===== config.mk =====
export PLATFORM = sky130hd
export DESIGN_NAME = channel_receive
export DESIGN_NICKNAME = d
export VERILOG_FILES = /design/src/rtl/channel_receive.sv
export SDC_FILE = /design/constraint.sdc
export NUM_CORES = 1
export LEC_CHECK = 0
export CORE_ASPECT_RATIO = 1.5
export CORE_MARGIN = 2
export CORE_UTILIZATION = 50
export DETAILED_ROUTE_END_ITERATION = 6
export PLACE_DENSITY = 0.94
export SYNTH_ARGS = -nofsm -noshare
export SYNTH_HDL_FRONTEND = slang
export SYNTH_SLANG_ARGS = --single-unit

===== constraint.sdc =====
create_clock -name clk -period 5 [get_ports clk]
set_clock_uncertainty 0.15 [all_clocks]
set_input_delay 1 -clock clk [delete_from_list [all_inputs] [get_ports clk]]
set_output_delay 1 -clock clk [all_outputs]
set_load 0.05 [all_outputs]

===== src/rtl/channel_receive.sv =====
// channel_receive: receive half of a rendezvous channel. Reads the channel's waiting-pid
// word and either parks the receiver there or takes a waiting sender's message.
`ifndef ADDRESS_BITS
`define ADDRESS_BITS 16
`endif
`ifndef DATA_BITS
`define DATA_BITS 32
`endif

module channel_receive #(
    parameter int addrBits = `ADDRESS_BITS,
    parameter int dataBits = `DATA_BITS
) (
    input  logic                clk,
    input  logic                reset,
    input  logic                start,
    input  logic [addrBits-1:0] channel,
    input  logic [addrBits-1:0] rxPid,
    output logic [addrBits-1:0] address,
    output logic                readWriteMode,
    output logic [dataBits-1:0] dataIn,
    input  logic [dataBits-1:0] dataOut,
    output logic                finished,
    output logic                shouldScheduleSender,
    output logic                shouldDescheduleReceiver,
    output logic [addrBits-1:0] scheduleTxPid,
    output logic [dataBits-1:0] deliveredMessage,
    output logic                error,
    output logic [2:0]          dbg_state
);

    // Handshake: start is a one-cycle request honoured only in S_IDLE; finished is a
    // one-cycle completion pulse and the next start may arrive the cycle after it.
    typedef enum logic [2:0] {
        S_IDLE      = 3'd0,
        S_READ_PID  = 3'd1,
        S_CHECK     = 3'd2,
        S_WRITE_PID = 3'd3,
        S_READ_MSG  = 3'd4,
        S_LATCH_MSG = 3'd5,
        S_CLEAR     = 3'd6,
        S_DONE      = 3'd7
    } state_t;

    state_t              state_q, state_d;
    logic [addrBits-1:0] chan_q, chan_d;
    logic [addrBits-1:0] pid_q, pid_d;
    logic [addrBits-1:0] address_q, address_d;
    logic                rw_q, rw_d;
    logic [dataBits-1:0] data_in_q, data_in_d;
    logic                finished_q, finished_d;
    logic                sched_q, sched_d;
    logic                desched_q, desched_d;
    logic [addrBits-1:0] tx_pid_q, tx_pid_d;
    logic [dataBits-1:0] msg_q, msg_d;
    logic                error_q, error_d;

    always_comb begin
        state_d    = state_q;
        chan_d     = chan_q;
        pid_d      = pid_q;
        address_d  = address_q;
        rw_d       = rw_q;
        data_in_d  = data_in_q;
        finished_d = finished_q;
        sched_d    = sched_q;
        desched_d  = desched_q;
        tx_pid_d   = tx_pid_q;
        msg_d      = msg_q;
        error_d    = error_q;

        // Memory controls are registered, so each state sets up the next state's access.
        unique case (state_q)
            S_IDLE: begin
                rw_d       = 1'b0;
                finished_d = 1'b0;
                if (start) begin
                    chan_d    = channel;
                    pid_d     = rxPid;
                    address_d = channel;
                    sched_d   = 1'b0;
                    desched_d = 1'b0;
                    tx_pid_d  = '0;
                    msg_d     = '0;
                    error_d   = 1'b0;
                    state_d   = S_READ_PID;
                end
            end
            S_READ_PID: state_d = S_CHECK;
            S_CHECK: begin
                if (dataOut == '0) begin
                    address_d  = chan_q;
                    rw_d       = 1'b1;
                    data_in_d  = dataBits'(pid_q);
                    desched_d  = 1'b1;
                    finished_d = 1'b1;
                    state_d    = S_WRITE_PID;
                end else if (dataOut[addrBits-1:0] == pid_q) begin
                    error_d    = 1'b1;
                    finished_d = 1'b1;
                    state_d    = S_DONE;
                end else begin
                    tx_pid_d  = dataOut[addrBits-1:0];
                    address_d = chan_q + addrBits'(1);
                    state_d   = S_READ_MSG;
                end
            end
            S_READ_MSG: state_d = S_LATCH_MSG;
            S_LATCH_MSG: begin
                msg_d      = dataOut;
                address_d  = chan_q;
                rw_d       = 1'b1;
                data_in_d  = '0;
                sched_d    = 1'b1;
                finished_d = 1'b1;
                state_d    = S_CLEAR;
            end
            // The write states double as the completion cycle, so finished lands on the write.
            S_WRITE_PID, S_CLEAR, S_DONE: begin
                rw_d       = 1'b0;
                finished_d = 1'b0;
                state_d    = S_IDLE;
            end
            default: state_d = S_IDLE;
        endcase
    end

    always_ff @(posedge clk) begin
        if (reset) begin
            state_q    <= S_IDLE;
            chan_q     <= '0;
            pid_q      <= '0;
            address_q  <= '0;
            rw_q       <= 1'b0;
            data_in_q  <= '0;
            finished_q <= 1'b0;
            sched_q    <= 1'b0;
            desched_q  <= 1'b0;
            tx_pid_q   <= '0;
            msg_q      <= '0;
            error_q    <= 1'b0;
        end else begin
            state_q    <= state_d;
            chan_q     <= chan_d;
            pid_q      <= pid_d;
            address_q  <= address_d;
            rw_q       <= rw_d;
            data_in_q  <= data_in_d;
            finished_q <= finished_d;
            sched_q    <= sched_d;
            desched_q  <= desched_d;
            tx_pid_q   <= tx_pid_d;
            msg_q      <= msg_d;
            error_q    <= error_d;
        end
    end

    assign address                  = address_q;
    assign readWriteMode            = rw_q;
    assign dataIn                   = data_in_q;
    assign finished                 = finished_q;
    assign shouldScheduleSender     = sched_q;
    assign shouldDescheduleReceiver = desched_q;
    assign scheduleTxPid            = tx_pid_q;
    assign deliveredMessage         = msg_q;
    assign error                    = error_q;
    assign dbg_state                = state_q;

endmodule

==> run_results.csv, run 1 <==
group,metric,value,unit
detailed_routing,viasPerCell,6.047,
cts,clkTransAtPathRegs,0.06,ns
outcome,status,"finished clean",
floorplanning,die-area,11390,sq um
global_route,gr-total-overflow,0,
synth,synth.distinct_cells,47,
worst_setup_path,cp_cell_sequence,"clkdlybuf4s50_1, nor4_1, nand2_1, or4_4, a31oi_4, nor2_1, a311oi_2",
finish,antenna_cells,0,
worst_setup_path,cp-end-kind,"flop",
sta,rsz0062_at_grt,"false",
synth,synth_seq_area_share,0.4559,
synth,synth_top_family_by_area,"compound AO/OA/AOI/OAI gates",
detailed_routing,vias,5563,
detailed_routing,drc,0,
floorplanning,coreArea,10190,sq um
worst_setup_path,regToRegSetupSlack,1.55,ns
run,drv_cap,0,
sta,fmax,0.2746,GHz
power,powerDensity,367.9,nW/um^2
cts,cts_post_setup_buffers_inserted,0,
cts,holdBufCountCts,0,
cts,cts_buffer_depth,2,
power,ir_drop,0.2663,mV
synth,synth-compound-area-share,0.2256,
placement,placed_area,6773,sq um
worst_setup_path,crit_required,5.16,ns
floorplanning,die_y,129.7,um
cts,cts_root_buf,"clkbuf_16",
global_route,grt_pass1_wl,26.74,mm
sta,tns,0,ns
worst_hold_path,hold_class,"flop to flop",
placement,gp_congestion,0.8555,
sta,period_minus_slack,3.642,ns
worst_setup_path,worstSetupPathType,"primary input to flop",
cts,cts-resized-gates,0,
global_route,antenna_found_initial,0,
global_route,grt_max_degree,121,
sta,worst_slew_pin_slew,1.224,ns
cts,cts_buffers,17,
global_route,grt_pass1_vias,5487,
detailed_routing,wire_per_inst,18.85,um
floorplanning,io_pins,171,
sta,slew_headroom,0.1842,
cts,clock_latency,0.42,ns
worst_setup_path,cp_slowest_cell,"or4_4",
power,power,2723,uW
synth,synth_fa_ha_area_frac,0.002375,
synth,synth-xor-area-share,0.02660,
synth,ys_warn_count,0,
floorplanning,rows,45,
worst_setup_path,start_kind,"primary input",
global_route,globalRouteTotalUtil,0.3013,
floorplanning,die-width,87.82,um
floorplanning,initial_core_util,0.5170,
power,leakage,0.002696,uW
synth,synth.avg_cell_area,8.245,sq um
finish,syn2layout_area_growth,40.51,%
detailed_routing,ant_nets,0,
finish,fin_cells,920,
synth,syn_inst,639,
finish,nets,834,
sta,setup_viol,0,
synth,yosys_register_bits,120,
placement,numPlacedInstances,888,
finish,final_layout_size_suffix_gt1_frac,0.06804,
sta,setup_ws,1.358,ns
placement,io_buffers,154,
finish,design_area,7403,sq um
placement,hpwlAfterDp,11.44,mm
cts,h-tree-depth,4,
placement,place_ws,0.9603,ns
detailed_routing,dr.pass1.iters,6,
sta,hold_violations,0,
cts,cts_sinks,120,
detailed_routing,drtIter0Drc,456,
synth,synth_mux_area_frac,0,
sta,fin_crit_sh,0.7283,
worst_setup_path,cpPeakStageDelay,0.69,ns
synth,synth_area,5269,sq um
finish,nFillCells,711,
sta,drv_slew,0,
cts,cts_tree,"built",
synth,synth-simple-area-share,0.2206,
detailed_routing,wl,17.34,mm
worst_setup_path,arrival,3.80,ns
worst_setup_path,crit_fanout,26,
where the power goes:
| part | internal (uW) | total (uW) | switching [uW] |
|---|---|---|---|
| clock | 857 | 1300 | 444 |
| sequential | 996 | 1040 | 40.7 |
| combinational | 136 | 385 | 249 |
synth_stat cells (all sizes together):
library cell / count / area (sq um)
dfxtp: 120 / 2402
nand2: 98 / 370.4
nor2: 75 / 281.5
a21oi: 59 / 295.3
clkbuf: 39 / 146.4
a22oi: 37 / 277.8
buf: 30 / 205.2
nor4: 22 / 143.9
a31oi: 20 / 146.4
and3: 19 / 118.9
o21ai: 19 / 95.09
nand4: 16 / 100.1
xor2: 16 / 140.1
a211oi: 10 / 85.08
a221oi: 7 / 61.31
a311oi: 7 / 67.56
nand3b: 7 / 52.55
o31a: 7 / 61.31
nor3: 6 / 35.03
nand3: 5 / 25.02
o21a: 3 / 22.52
a21o: 2 / 15.01
inv: 2 / 7.510
a222oi: 1 / 10.01
a22o: 1 / 8.760
a311o: 1 / 10.01
a31o: 1 / 8.760
a41oi: 1 / 8.760
and4: 1 / 8.760
conb: 1 / 3.750
ha: 1 / 12.51
nor4b: 1 / 8.760
o21bai: 1 / 7.510
o31ai: 1 / 7.510
or2: 1 / 6.260
or4: 1 / 11.26
per-layer routing:
| layer | vias up | track usage | share of wire |
|---|---|---|---|
| met2 | 370 | 0.5316 | 0.53 |
| met3 | 80 | 0.08286 | 0.085 |
| met4 | 0 | 0.1647 | 0.048 |
| met1 | 2582 | 0.3197 | 0.34 |
| li1 | 2531 | - | - |
| met5 | - | 0 | 0 |
worst max-delay path, delay by kind of cell:
family                 cells  cell delay (ns)
buffers and inverters      1             0.44
AOI/OAI and AO/OA          2             0.97
and+or+nand+nor            4             1.39
final timing paths:
check / from / to / depth (start not counted)
max: dataOut[18] / address[9]$_SDFFE_PP0P_ / 7
max reg2reg: dbg_state[1]$_SDFFE_PP0P_ / address[9]$_SDFFE_PP0P_ / 6
min: scheduleTxPid[13]$_SDFFE_PP0P_ / scheduleTxPid[13]$_SDFFE_PP0P_ / 2
min reg2reg: scheduleTxPid[13]$_SDFFE_PP0P_ / scheduleTxPid[13]$_SDFFE_PP0P_ / 2
cell families (layout without fill, tap and decap cells):
logic type	Yosys count	count (layout)
DFF	120	120
xor gates and xnor gates	16	16
buffers and inverters	71	196
adders and majority gates	1	1
AOI/OAI and AO/OA	178	178
other	1	16
and+or+nand+nor	252	252
state kept, by name (all words and copies together) (netlist names):
register / flops
scheduleTxPid: 16
deliveredMessage: 32
finished: 1
dbg_state: 3
dataIn: 16
address: 16
error: 1
pid_q: 16
chan_q: 16
readWriteMode: 1
shouldDescheduleReceiver: 1
shouldScheduleSender: 1
through the flow:
step	hold WS, ns	util
finish	0.3004	0.7265
global route	0.3236	0.7265
CTS	0.3017	0.7265
detailed placement	0.2960	0.6646
global placement	0.2901	0.6646
floorplan	0.3066	-
cells in the final DEF, fill, tap and decap left out, types with 3 or more instances in the layout:
master,n
clkdlybuf4s50_1,153
dfxtp_1,120
nand2_1,97
nor2_1,73
a21oi_1,59
a22oi_1,37
nor4_1,21
and3_1,19
a31oi_1,18
o21ai_0,17
clkbuf_16,17
xor2_1,16
nand4_1,16
conb_1,16
buf_4,9
a211oi_1,8
nand3b_1,7
o31a_1,7
a221oi_1,7
a311oi_1,6
nand3_1,5
nor3_1,4
clkinvlp_4,4
bufinv_16,4
o21a_1,3
clkinv_2,3
layout make-up:
class                           count  area (sq um)  share of cell area
Multi-Input combinational cell    463          2587              0.3495
Sequential cell                   120          2402              0.3245
Timing Repair Buffer              162          1599              0.2160
Clock buffer                       20         456.7             0.06169
Tap cell                          141         176.4             0.02383
Clock inverter                     12         173.9             0.02349
Inverter                            2         7.507            0.001014
Note: power is estimated with default switching activity, not from simulation.
==> run 2: changes to the inputs <==
--- a/config.mk
+++ b/config.mk
@@ -7,9 +7,9 @@
 export LEC_CHECK = 0
 export CORE_ASPECT_RATIO = 1.5
 export CORE_MARGIN = 2
-export CORE_UTILIZATION = 50
+export CORE_UTILIZATION = 46
 export DETAILED_ROUTE_END_ITERATION = 6
-export PLACE_DENSITY = 0.94
+export PLACE_DENSITY = 0.88
 export SYNTH_ARGS = -nofsm -noshare
 export SYNTH_HDL_FRONTEND = slang
 export SYNTH_SLANG_ARGS = --single-unit
==> constraint.sdc (replaced) <==
create_clock -name clk -period 3.6 [get_ports clk]
set_clock_uncertainty 0.15 [all_clocks]
set_input_delay 0.72 -clock clk [delete_from_list [all_inputs] [get_ports clk]]
set_output_delay 0.72 -clock clk [all_outputs]
set_load 0.05 [all_outputs]
==> run 2 against run 1 <==
Against the previous run:
- via count increased by 0.22%
- sequential cell count unchanged
- worst setup slack got worse by 0.85 ns
- cell count up 1.8%
- clock power rose by 33%
- global-route usage is 3.0 points lower
- cell area rose by 1.2%
- total power grew 36%
- clock-buffer cell count increased by 1
- sequential power rose by 38%
- non-clock buffer count grew 11
- critical path type unchanged
- largest cell class unchanged
==> run_results.csv, run 2 (same netlist as run 1, synthesis figures left out) <==
group,metric,value,unit
sta,hold_slack,0.3073,ns
sta,setup_viol,0,
worst_setup_path,cp-end-kind,"flop",
worst_hold_path,min_from,"scheduleTxPid[13]$_SDFFE_PP0P_",
worst_setup_path,cp_common_cell,"nand2_1",
finish,nets,845,
worst_setup_path,crit_path_start,"dataOut[9]",
detailed_routing,dr.pass1.iters,5,
placement,gp_congestion,0.8928,
cts,h-tree-depth,4,
worst_setup_path,r2r-end,"chan_q[3]$_SDFFE_PP0P_",
cts,cts_tree,"built",
global_route,grt_use_met2,0.4755,
worst_setup_path,start_kind,"primary input",
worst_setup_path,worstRegToRegCells,5,
sta,slew_headroom,0.3856,
cts,cts-resized-gates,0,
outcome,status,"finished clean",
finish,layout.area.seq,2402,sq um
worst_setup_path,crit_required,3.77,ns
power,power,3717,uW
sta,tns,0,ns
global_route,globalRoute.busiestLayer,"met2",
placement,place_ws,0.1179,ns
global_route,antenna_found_initial,0,
cts,cts_root_buf,"clkbuf_16",
worst_hold_path,hold_class,"flop to flop",
sta,worst_slew_pin_slew,0.9182,ns
global_route,met1_usage,0.2895,
worst_setup_path,cp_cell_sequence,"clkdlybuf4s50_1, nor4_1, nand2_1, or4_4, a31oi_2, nand2_1, a21oi_1",
worst_setup_path,regToRegSetupSlack,0.71,ns
sta,fmax,0.3230,GHz
cts,cts_buffer_depth,2,
floorplanning,die-width,91.39,um
worst_setup_path,arrival,3.27,ns
finish,nFillCells,837,
floorplanning,die-area,12340,sq um
sta,setup_ws,0.5044,ns
detailed_routing,wl,16.97,mm
global_route,use_met3,0.07366,
power,powerDensity,495.9,nW/um^2
placement,hpwlAfterDp,11.87,mm
cts,cts_post_setup_buffers_inserted,0,
cts,holdBufCountCts,0,
global_route,grt_pass1_vias,5479,
sta,drv_slew,0,
global_route,grt_pass1_wl,26.83,mm
finish,multiInputGateArea,2587,sq um
finish,final_cell_mix,"clkdlybuf4s50_1, dfxtp_1, nand2_1",
worst_hold_path,min_to,"scheduleTxPid[13]$_SDFFE_PP0P_",
finish,final_layout_size_suffix_gt1_frac,0.07975,
floorplanning,io_pins,171,
finish,syn2layout_area_growth,42.25,%
floorplanning,die_y,135.1,um
finish,antenna_cells,0,
worst_setup_path,crit_fanout,12,
placement,io_buffers,154,
worst_setup_path,r2r-start,"dbg_state[2]$_SDFFE_PP0P_",
worst_setup_path,cp_slowest_cell,"or4_4",
cts,clock_latency,0.41,ns
sta,rsz0062_at_grt,"false",
global_route,globalRouteTotalUtil,0.2717,
power,ir_drop,0.3573,mV
detailed_routing,drc,0,
detailed_routing,viasPerCell,5.950,
global_route,gr-total-overflow,0,
worst_setup_path,cpPeakStageDelay,0.64,ns
finish,largest_register_ffs,32,
sta,hold_violations,0,
cts,cts_sinks,120,
cts,clkTransAtPathRegs,0.05,ns
detailed_routing,drtIter0Drc,407,
floorplanning,initial_core_util,0.4741,
power,leakage,0.002754,uW
global_route,grt_max_degree,65,
floorplanning,rows,47,
sta,period_minus_slack,3.096,ns
detailed_routing,ant_nets,0,
finish,final_common_cell,"clkdlybuf4s50_1",
worst_setup_path,worstSetupPathType,"primary input to flop",
run,drv_cap,0,
detailed_routing,wire_per_inst,18.11,um
cts,cts_buffers,17,
detailed_routing,vias,5575,
sta,fin_crit_sh,0.8599,
floorplanning,coreArea,11110,sq um
worst_hold_path,hold_depth,2,
==> run 2: final cells by class <==
type / count / share of cell area
flip-flops and latches: 120 / 0.3205
multi-input cells: 463 / 0.3452
inverters: 2 / 0.001002
well taps: 147 / 0.02454
clock inverters: 11 / 0.01953
repair buffers: 173 / 0.2277
clock buffers: 21 / 0.06144
==> run 2: stage by stage <==
step | utilization | area [sq um] | cells
final | 0.6743 | 7495 | 937
after global routing | 0.6743 | 7495 | 937
after CTS | 0.6743 | 7495 | 937
after detailed placement | 0.6197 | 6888 | 905
after global placement | 0.6197 | 6888 | 905
after floorplan | - | 5325 | 654
==> run 2: worst max-delay path by stage <==
| stage | endpoint | slack, ns |
|---|---|---|
| after floorplan | address[1]$_SDFFE_PP0P_ | 1.04 |
| after global placement | address[5]$_SDFFE_PP0P_ | 0.25 |
| after detailed placement | scheduleTxPid[7]$_SDFFE_PP0P_ | 0.12 |
| after CTS | scheduleTxPid[11]$_SDFFE_PP0P_ | 0.54 |
| after global routing | scheduleTxPid[11]$_SDFFE_PP0P_ | 0.33 |
| final | scheduleTxPid[11]$_SDFFE_PP0P_ | 0.50 |
==> run 2: power by group <==
| part | total, uW | internal [uW] | switching (uW) |
|---|---|---|---|
| Clock | 1730 | 1120 | 605 |
| Sequential | 1440 | 1380 | 55.5 |
| Combinational | 548 | 202 | 346 |
| Total | 3720 | 2710 | 1010 |
==> run 2: critical path: cells and delay by family <==
family | cells | cell delay, ns
AND/OR/NAND/NOR | 4 | 1.28
AO/OA/AOI/OAI | 2 | 0.71
buffers and inverters | 1 | 0.56
==> run 2: layer usage <==
layer  wire [um]  share of wire  up-vias
met5           0              0        -
met4         769          0.045        0
met3        1417          0.084       74
met2        8749           0.52      334
li1            -              -     2554
met1        6032           0.36     2613
